[src/rtl/au_result_router.sv]
// ---------------------------------------------------------------------------
// au_result_router
//   Return path from the arithmetic unit to its NUM_DEST destination write
//   ports. Each accepted AU result is tagged with a destination index and
//   buffered in a small circular FIFO. The head entry is presented on a
//   shared data bus with a one-hot valid that selects the single consumer.
//   Results leave strictly in arrival order; a stalled head blocks the queue.
//   Entries whose index is out of range are drained silently and latch a
//   sticky error flag.
//
// Ports:
//   CLK         clock, rising-edge
//   RST_N       asynchronous active-low reset
//   DIN         AU result
//   DEST        destination index for DIN
//   DIN_VALID   DIN/DEST valid
//   DIN_READY   router can accept this cycle (registered)
//   DOUT        head result, broadcast to all destinations (registered)
//   DOUT_VALID  one-hot valid, bit = head destination (registered)
//   DOUT_READY  per-destination ready
//   ERR_STICKY  set when an out-of-range destination entry is drained
//   CLR_ERR     synchronous clear of ERR_STICKY (and perf counters)
//   FILL        current FIFO occupancy (registered)
//   DELIV_CNT   completed deliveries      (AU_ROUTER_PERF_CNT_EN only)
//   STALL_CNT   head-blocked cycles       (AU_ROUTER_PERF_CNT_EN only)
//
// Build option:
//   AU_ROUTER_PERF_CNT_EN  adds the DELIV_CNT / STALL_CNT counters.
// ---------------------------------------------------------------------------
module au_result_router #(
  parameter int unsigned NUM_DEST = 21,
  parameter int unsigned SEL_W    = 5,
  parameter int unsigned DATA_W   = 32,
  parameter int unsigned DEPTH    = 4
) (
  input  logic                    CLK,
  input  logic                    RST_N,
  input  logic [DATA_W-1:0]       DIN,
  input  logic [SEL_W-1:0]        DEST,
  input  logic                    DIN_VALID,
  output logic                    DIN_READY,
  output logic [DATA_W-1:0]       DOUT,
  output logic [NUM_DEST-1:0]     DOUT_VALID,
  input  logic [NUM_DEST-1:0]     DOUT_READY,
  output logic                    ERR_STICKY,
  input  logic                    CLR_ERR,
  output logic [$clog2(DEPTH):0]  FILL
`ifdef AU_ROUTER_PERF_CNT_EN
  ,
  output logic [31:0]             DELIV_CNT,
  output logic [31:0]             STALL_CNT
`endif
);

  localparam int unsigned IDX_W = $clog2(DEPTH);
  localparam int unsigned PTR_W = IDX_W + 1;
  localparam int unsigned ENT_W = SEL_W + DATA_W;

  // FIFO storage: each entry is {dest, data}
  logic [ENT_W-1:0]    mem_q [DEPTH];
  logic [ENT_W-1:0]    mem_d [DEPTH];

  logic [PTR_W-1:0]    rd_ptr_q, rd_ptr_d;
  logic [PTR_W-1:0]    wr_ptr_q, wr_ptr_d;
  logic [PTR_W-1:0]    fill_q, fill_d;
  logic                din_ready_q, din_ready_d;
  logic [DATA_W-1:0]   dout_q, dout_d;
  logic [NUM_DEST-1:0] dout_valid_q, dout_valid_d;
  logic                err_q, err_d;

  // Head decode and handshake
  logic [ENT_W-1:0]    head_ent;
  logic [SEL_W-1:0]    head_dest;
  logic                head_in_range;
  logic                head_ready;
  logic                not_empty;
  logic                push;
  logic                pop;
  logic                deliver;
  logic                err_set;
  logic                stall;

  // Next-head lookahead used to register DOUT / DOUT_VALID
  logic [ENT_W-1:0]    nxt_ent;
  logic [SEL_W-1:0]    nxt_dest;
  logic                nxt_in_range;

  // Current head and transfer qualification
  always_comb begin
    head_ent      = mem_q[rd_ptr_q[IDX_W-1:0]];
    head_dest     = head_ent[ENT_W-1:DATA_W];
    head_in_range = (32'(head_dest) < NUM_DEST);
    head_ready    = 1'b0;
    // Only the ready bit of the head destination matters
    for (int unsigned i = 0; i < NUM_DEST; i++) begin
      if (32'(head_dest) == i) begin
        head_ready = DOUT_READY[i];
      end
    end
    not_empty = (fill_q != '0);
    push      = DIN_VALID & din_ready_q;
    // Out-of-range heads drain unconditionally
    pop       = not_empty & (~head_in_range | head_ready);
    deliver   = pop & head_in_range;
    err_set   = pop & ~head_in_range;
    stall     = not_empty & head_in_range & ~head_ready;
  end

  // Pointer, storage, occupancy and output next-state
  always_comb begin
    mem_d        = mem_q;
    rd_ptr_d     = rd_ptr_q + PTR_W'(pop);
    wr_ptr_d     = wr_ptr_q + PTR_W'(push);
    dout_d       = dout_q;
    dout_valid_d = '0;
    err_d        = err_q;

    if (push) begin
      mem_d[wr_ptr_q[IDX_W-1:0]] = {DEST, DIN};
    end

    fill_d      = wr_ptr_d - rd_ptr_d;
    // Ready follows next occupancy, so a pop on a full FIFO frees a slot
    // only from the following cycle on
    din_ready_d = (fill_d != PTR_W'(DEPTH));

    // Present the post-edge head; a fresh push into an empty FIFO is
    // visible the cycle after it was accepted
    nxt_ent      = mem_d[rd_ptr_d[IDX_W-1:0]];
    nxt_dest     = nxt_ent[ENT_W-1:DATA_W];
    nxt_in_range = (32'(nxt_dest) < NUM_DEST);
    if ((fill_d != '0) && nxt_in_range) begin
      dout_d = nxt_ent[DATA_W-1:0];
      for (int unsigned i = 0; i < NUM_DEST; i++) begin
        dout_valid_d[i] = (32'(nxt_dest) == i);
      end
    end

    // Set has priority over clear
    if (err_set) begin
      err_d = 1'b1;
    end else if (CLR_ERR) begin
      err_d = 1'b0;
    end
  end

  // State registers
  always_ff @(posedge CLK or negedge RST_N) begin
    if (!RST_N) begin
      for (int unsigned i = 0; i < DEPTH; i++) begin
        mem_q[i] <= '0;
      end
      rd_ptr_q     <= '0;
      wr_ptr_q     <= '0;
      fill_q       <= '0;
      din_ready_q  <= 1'b0;
      dout_q       <= '0;
      dout_valid_q <= '0;
      err_q        <= 1'b0;
    end else begin
      mem_q        <= mem_d;
      rd_ptr_q     <= rd_ptr_d;
      wr_ptr_q     <= wr_ptr_d;
      fill_q       <= fill_d;
      din_ready_q  <= din_ready_d;
      dout_q       <= dout_d;
      dout_valid_q <= dout_valid_d;
      err_q        <= err_d;
    end
  end

  assign DIN_READY  = din_ready_q;
  assign DOUT       = dout_q;
  assign DOUT_VALID = dout_valid_q;
  assign ERR_STICKY = err_q;
  assign FILL       = fill_q;

`ifdef AU_ROUTER_PERF_CNT_EN
  logic [31:0] deliv_cnt_q, deliv_cnt_d;
  logic [31:0] stall_cnt_q, stall_cnt_d;

  // Delivery / stall counters, wrapping, cleared together with the error flag
  always_comb begin
    deliv_cnt_d = deliv_cnt_q + 32'(deliver);
    stall_cnt_d = stall_cnt_q + 32'(stall);
    if (CLR_ERR) begin
      deliv_cnt_d = '0;
      stall_cnt_d = '0;
    end
  end

  always_ff @(posedge CLK or negedge RST_N) begin
    if (!RST_N) begin
      deliv_cnt_q <= '0;
      stall_cnt_q <= '0;
    end else begin
      deliv_cnt_q <= deliv_cnt_d;
      stall_cnt_q <= stall_cnt_d;
    end
  end

  assign DELIV_CNT = deliv_cnt_q;
  assign STALL_CNT = stall_cnt_q;
`else
  // Without performance counters the delivery and stall strobes are unused
  logic unused_perf;
  assign unused_perf = deliver ^ stall;
`endif

endmodule

[config.mk]
export PLATFORM = sky130hd
export DESIGN_NAME = au_result_router
export DESIGN_NICKNAME = d
export VERILOG_FILES = /design/src/rtl/au_result_router.sv
export SDC_FILE = /design/constraint.sdc
export NUM_CORES = 1
export LEC_CHECK = 0
export ABC_CLOCK_PERIOD_IN_PS = 16900
export BUFFER_PORTS_ARGS = -buffer_cell sky130_fd_sc_hd__buf_2
export CAP_MARGIN = 20
export CORE_ASPECT_RATIO = 1.75
export CORE_MARGIN = 2
export CORE_UTILIZATION = 55
export DETAILED_ROUTE_END_ITERATION = 16
export GPL_ROUTABILITY_DRIVEN = 1
export PLACE_DENSITY = 0.72
export SLEW_MARGIN = 20
export SYNTH_ARGS = -nofsm -noshare
export SYNTH_HDL_FRONTEND = slang
export SYNTH_SLANG_ARGS = --single-unit
[constraint.sdc]
create_clock -name CLK -period 16.9 [get_ports CLK]
set_input_delay 0.845 -clock CLK [delete_from_list [all_inputs] [get_ports CLK]]
set_output_delay 0.845 -clock CLK [all_outputs]
set_load 0.02 [all_outputs]
==> results.yml <==
synth:
  yosysTopAreaCell: "dfrtp_1"
  syn_area_per_cell_um2: 10.3
  ys_seq_area_share_pct: 49.2
  synth_area_leaders: "dfrtp_1 (49%), mux2_2 (15%), nor2_1 (6.4%), nor3_1 (4.7%), o31ai_1 (4.6%)"
  synth_commonest_cells: "dfrtp_1 (212), nor2_1 (185), mux2_2 (139)"
  netlist-cell-type-count: 48
  syn_inst: 1046
  synth.most_common_cell: "dfrtp_1"
  netlist_area_um2: 10800
  syn-num-nets: 1115
  synthFlopType: "dfrtp_1"
  async_flop_share_pct: 100
  synth_top_area_share_pct: 49.2
  synth_edf_count: 0
  ys_ff_latch: 212
  yosysWarnings: 0
cts:
  post_cts_buffers: 0
  clock_latency_ns: 0.49
  clock_sinks: 212
  htree_num_levels: 1
  path_clk_slew_ns: 0.06
  cts_hold_buffers: 0
  cts_resized: 0
  tritoncts: "built"
  cts_buffers: 20
  clk_path_buf_depth: 3
  cts-root-buf: "clkbuf_16"
cells_and_area:
  drive_above_1_share_pct: 30.8
  layout.nets: 1187
  fill_cells: 1577
  area_delta_synth_final_pct: 12.9
  insertedDiodeCount: 0
global_route:
  grt_overflow_total: 0
  grt_use_total_pct: 26.7
  grt_pass1_wl_um: 43700
  antenna_found_initial: 0
  grt_max_degree: 99
  grt_pass1_vias: 8472
drt:
  antenna_left: 0
  wire_per_inst_um: 19.4
  wirelength_um: 26600
  route.detailed.drc: 0
  vias: 8229
  drtIter0Drc: 552
  first_pass_iters: 5
  vias_per_cell: 6.00
timing:
  min_period_ns: 6.71
  setup_tns_ns: 0
  fin_worst_skew_ns: 0.0128
  worstMarginPinSlew_ns: 1.04
  grt_setup_unrepaired: "no"
  fmax_ghz: 0.149
  finalMaxSlewViolations: 0
  fin_crit_sh_pct: 39.7
  hold_violations: 0
  finalSetupViolations: 0
  slew_headroom_pct: 30.9
place:
  gp_congestion: 0.776
  place_hpwl_um: 16400
  port_buffers: 119
critical_path:
  worst-path-max-fanout: 98
  r2r_start: "rd_ptr_q[0]"
  rr_worst_depth: 19
  path_class: "register to register"
  worstSetupEndpointType: "register"
  start_kind: "register"
  cp-startpoint: "rd_ptr_q[0]"
  reg2reg_slack_ns: 10.19
  reg2reg_to: "DOUT[14]"
  required_ns: 17.23
  arrival_ns: 7.04
floorplanning:
  fp-row-count: 67
  start_util_pct: 56.1
  die_y_um: 189
  io_pins: 120
  coreArea_um2: 19200
  die_w_um: 110
  dieArea_um2: 20800
run_status:
  outcome: "finished, final reports clean"
min_path:
  hp-class: "input port to asynchronous set/reset pin"
job:
  cap_violations: 0
-- cells in the final DEF, fill, tap and decap left out, drive strengths merged, types with 4 or more instances in the layout --
master    n
dfrtp   212
nor2    185
mux2    140
buf     133
nor3    102
nand2    73
o31ai    66
a31oi    33
o211ai   32
clkbuf   30
mux2i    23
inv      22
mux4      8
a21oi     8
ha        7
o21ai     7
nand2b    4
nand3b    4
-- layer usage --
layer | share of wire [%] | vias to the layer above | wire length [µm] | global-route usage (%)
met5 | 0 | - | 0 | 0
met4 | 3.7 | 0 | 978 | 10.7
met3 | 4.8 | 54 | 1280 | 3.13
li1 | - | 3860 | - | -
met2 | 53 | 227 | 14000 | 47.4
met1 | 39 | 4088 | 10300 | 32.3
-- how the worst max path moves through the flow --
stage,cells past startpoint,endpoint
floorplan,23,DOUT[21]
global route,19,DOUT[24]
CTS,19,DOUT[24]
finish,19,DOUT[14]
detailed placement,19,DOUT[21]
global placement,19,DOUT[18]
-- critical path: stages, from the launching register on --
cell      delay [ns]
dfrtp_1         0.58
mux4_2          0.74
mux2_4          0.36
a221o_1         0.34
o21ai_1         0.13
o21ai_1         0.12
or2_2           0.30
ha_2            0.31
buf_4           0.66
ha_1            0.28
inv_1           0.05
ha_1            0.18
a21oi_1         0.16
xor3_1          0.38
nor3_1          0.46
a21o_2          0.16
buf_4           0.72
o31ai_1         0.19
a31oi_1         0.21
o211ai_2        0.11
-- through the flow --
step	instance area, µm²	utilization, %	instances	worst slack (ns)	hold slack, ns
final	12200	63.4	1372	10.19	0.373
after global routing	12200	63.4	1372	9.81	0.442
after CTS	12200	63.4	1372	10.15	0.417
after detailed placement	11500	59.8	1337	10.24	0.461
after global placement	11500	59.8	1337	10.32	0.455
after floorplan	10800	-	1046	11.25	0.433
-- cell type report --
type | instances | area (µm²) | area share (%)
clock buffers | 29 | 606 | 4.98
clock inverters | 6 | 82.6 | 0.678
inverters | 22 | 82.6 | 0.678
multi-input cells | 728 | 5080 | 41.7
flip-flops and latches | 212 | 5310 | 43.6
well taps | 241 | 302 | 2.48
repair buffers | 134 | 717 | 5.89
-- sequential cells by signal, summed over array words and instances (netlist names) --
signal      flops
DIN_READY       1
DOUT           32
DOUT_VALID     21
ERR_STICKY      1
FILL            3
mem_q         148
rd_ptr_q        3
wr_ptr_q        3
-- cell families (layout without fill, tap and decap cells) --
logic type	after synthesis	after routing	synth area share, %
AND/OR/NAND/NOR	387	387	15.5
flip-flops	212	212	49.2
multiplexers	171	171	18.5
AO/OA/AOI/OAI	159	159	11.5
buffers and inverters	106	191	4.03
adder cells (fa/ha/maj)	7	7	0.813
XOR/XNOR	4	4	0.464
Power is not shown: default switching activity piles up to over one toggle a cycle in this logic, so the estimate is an artifact.
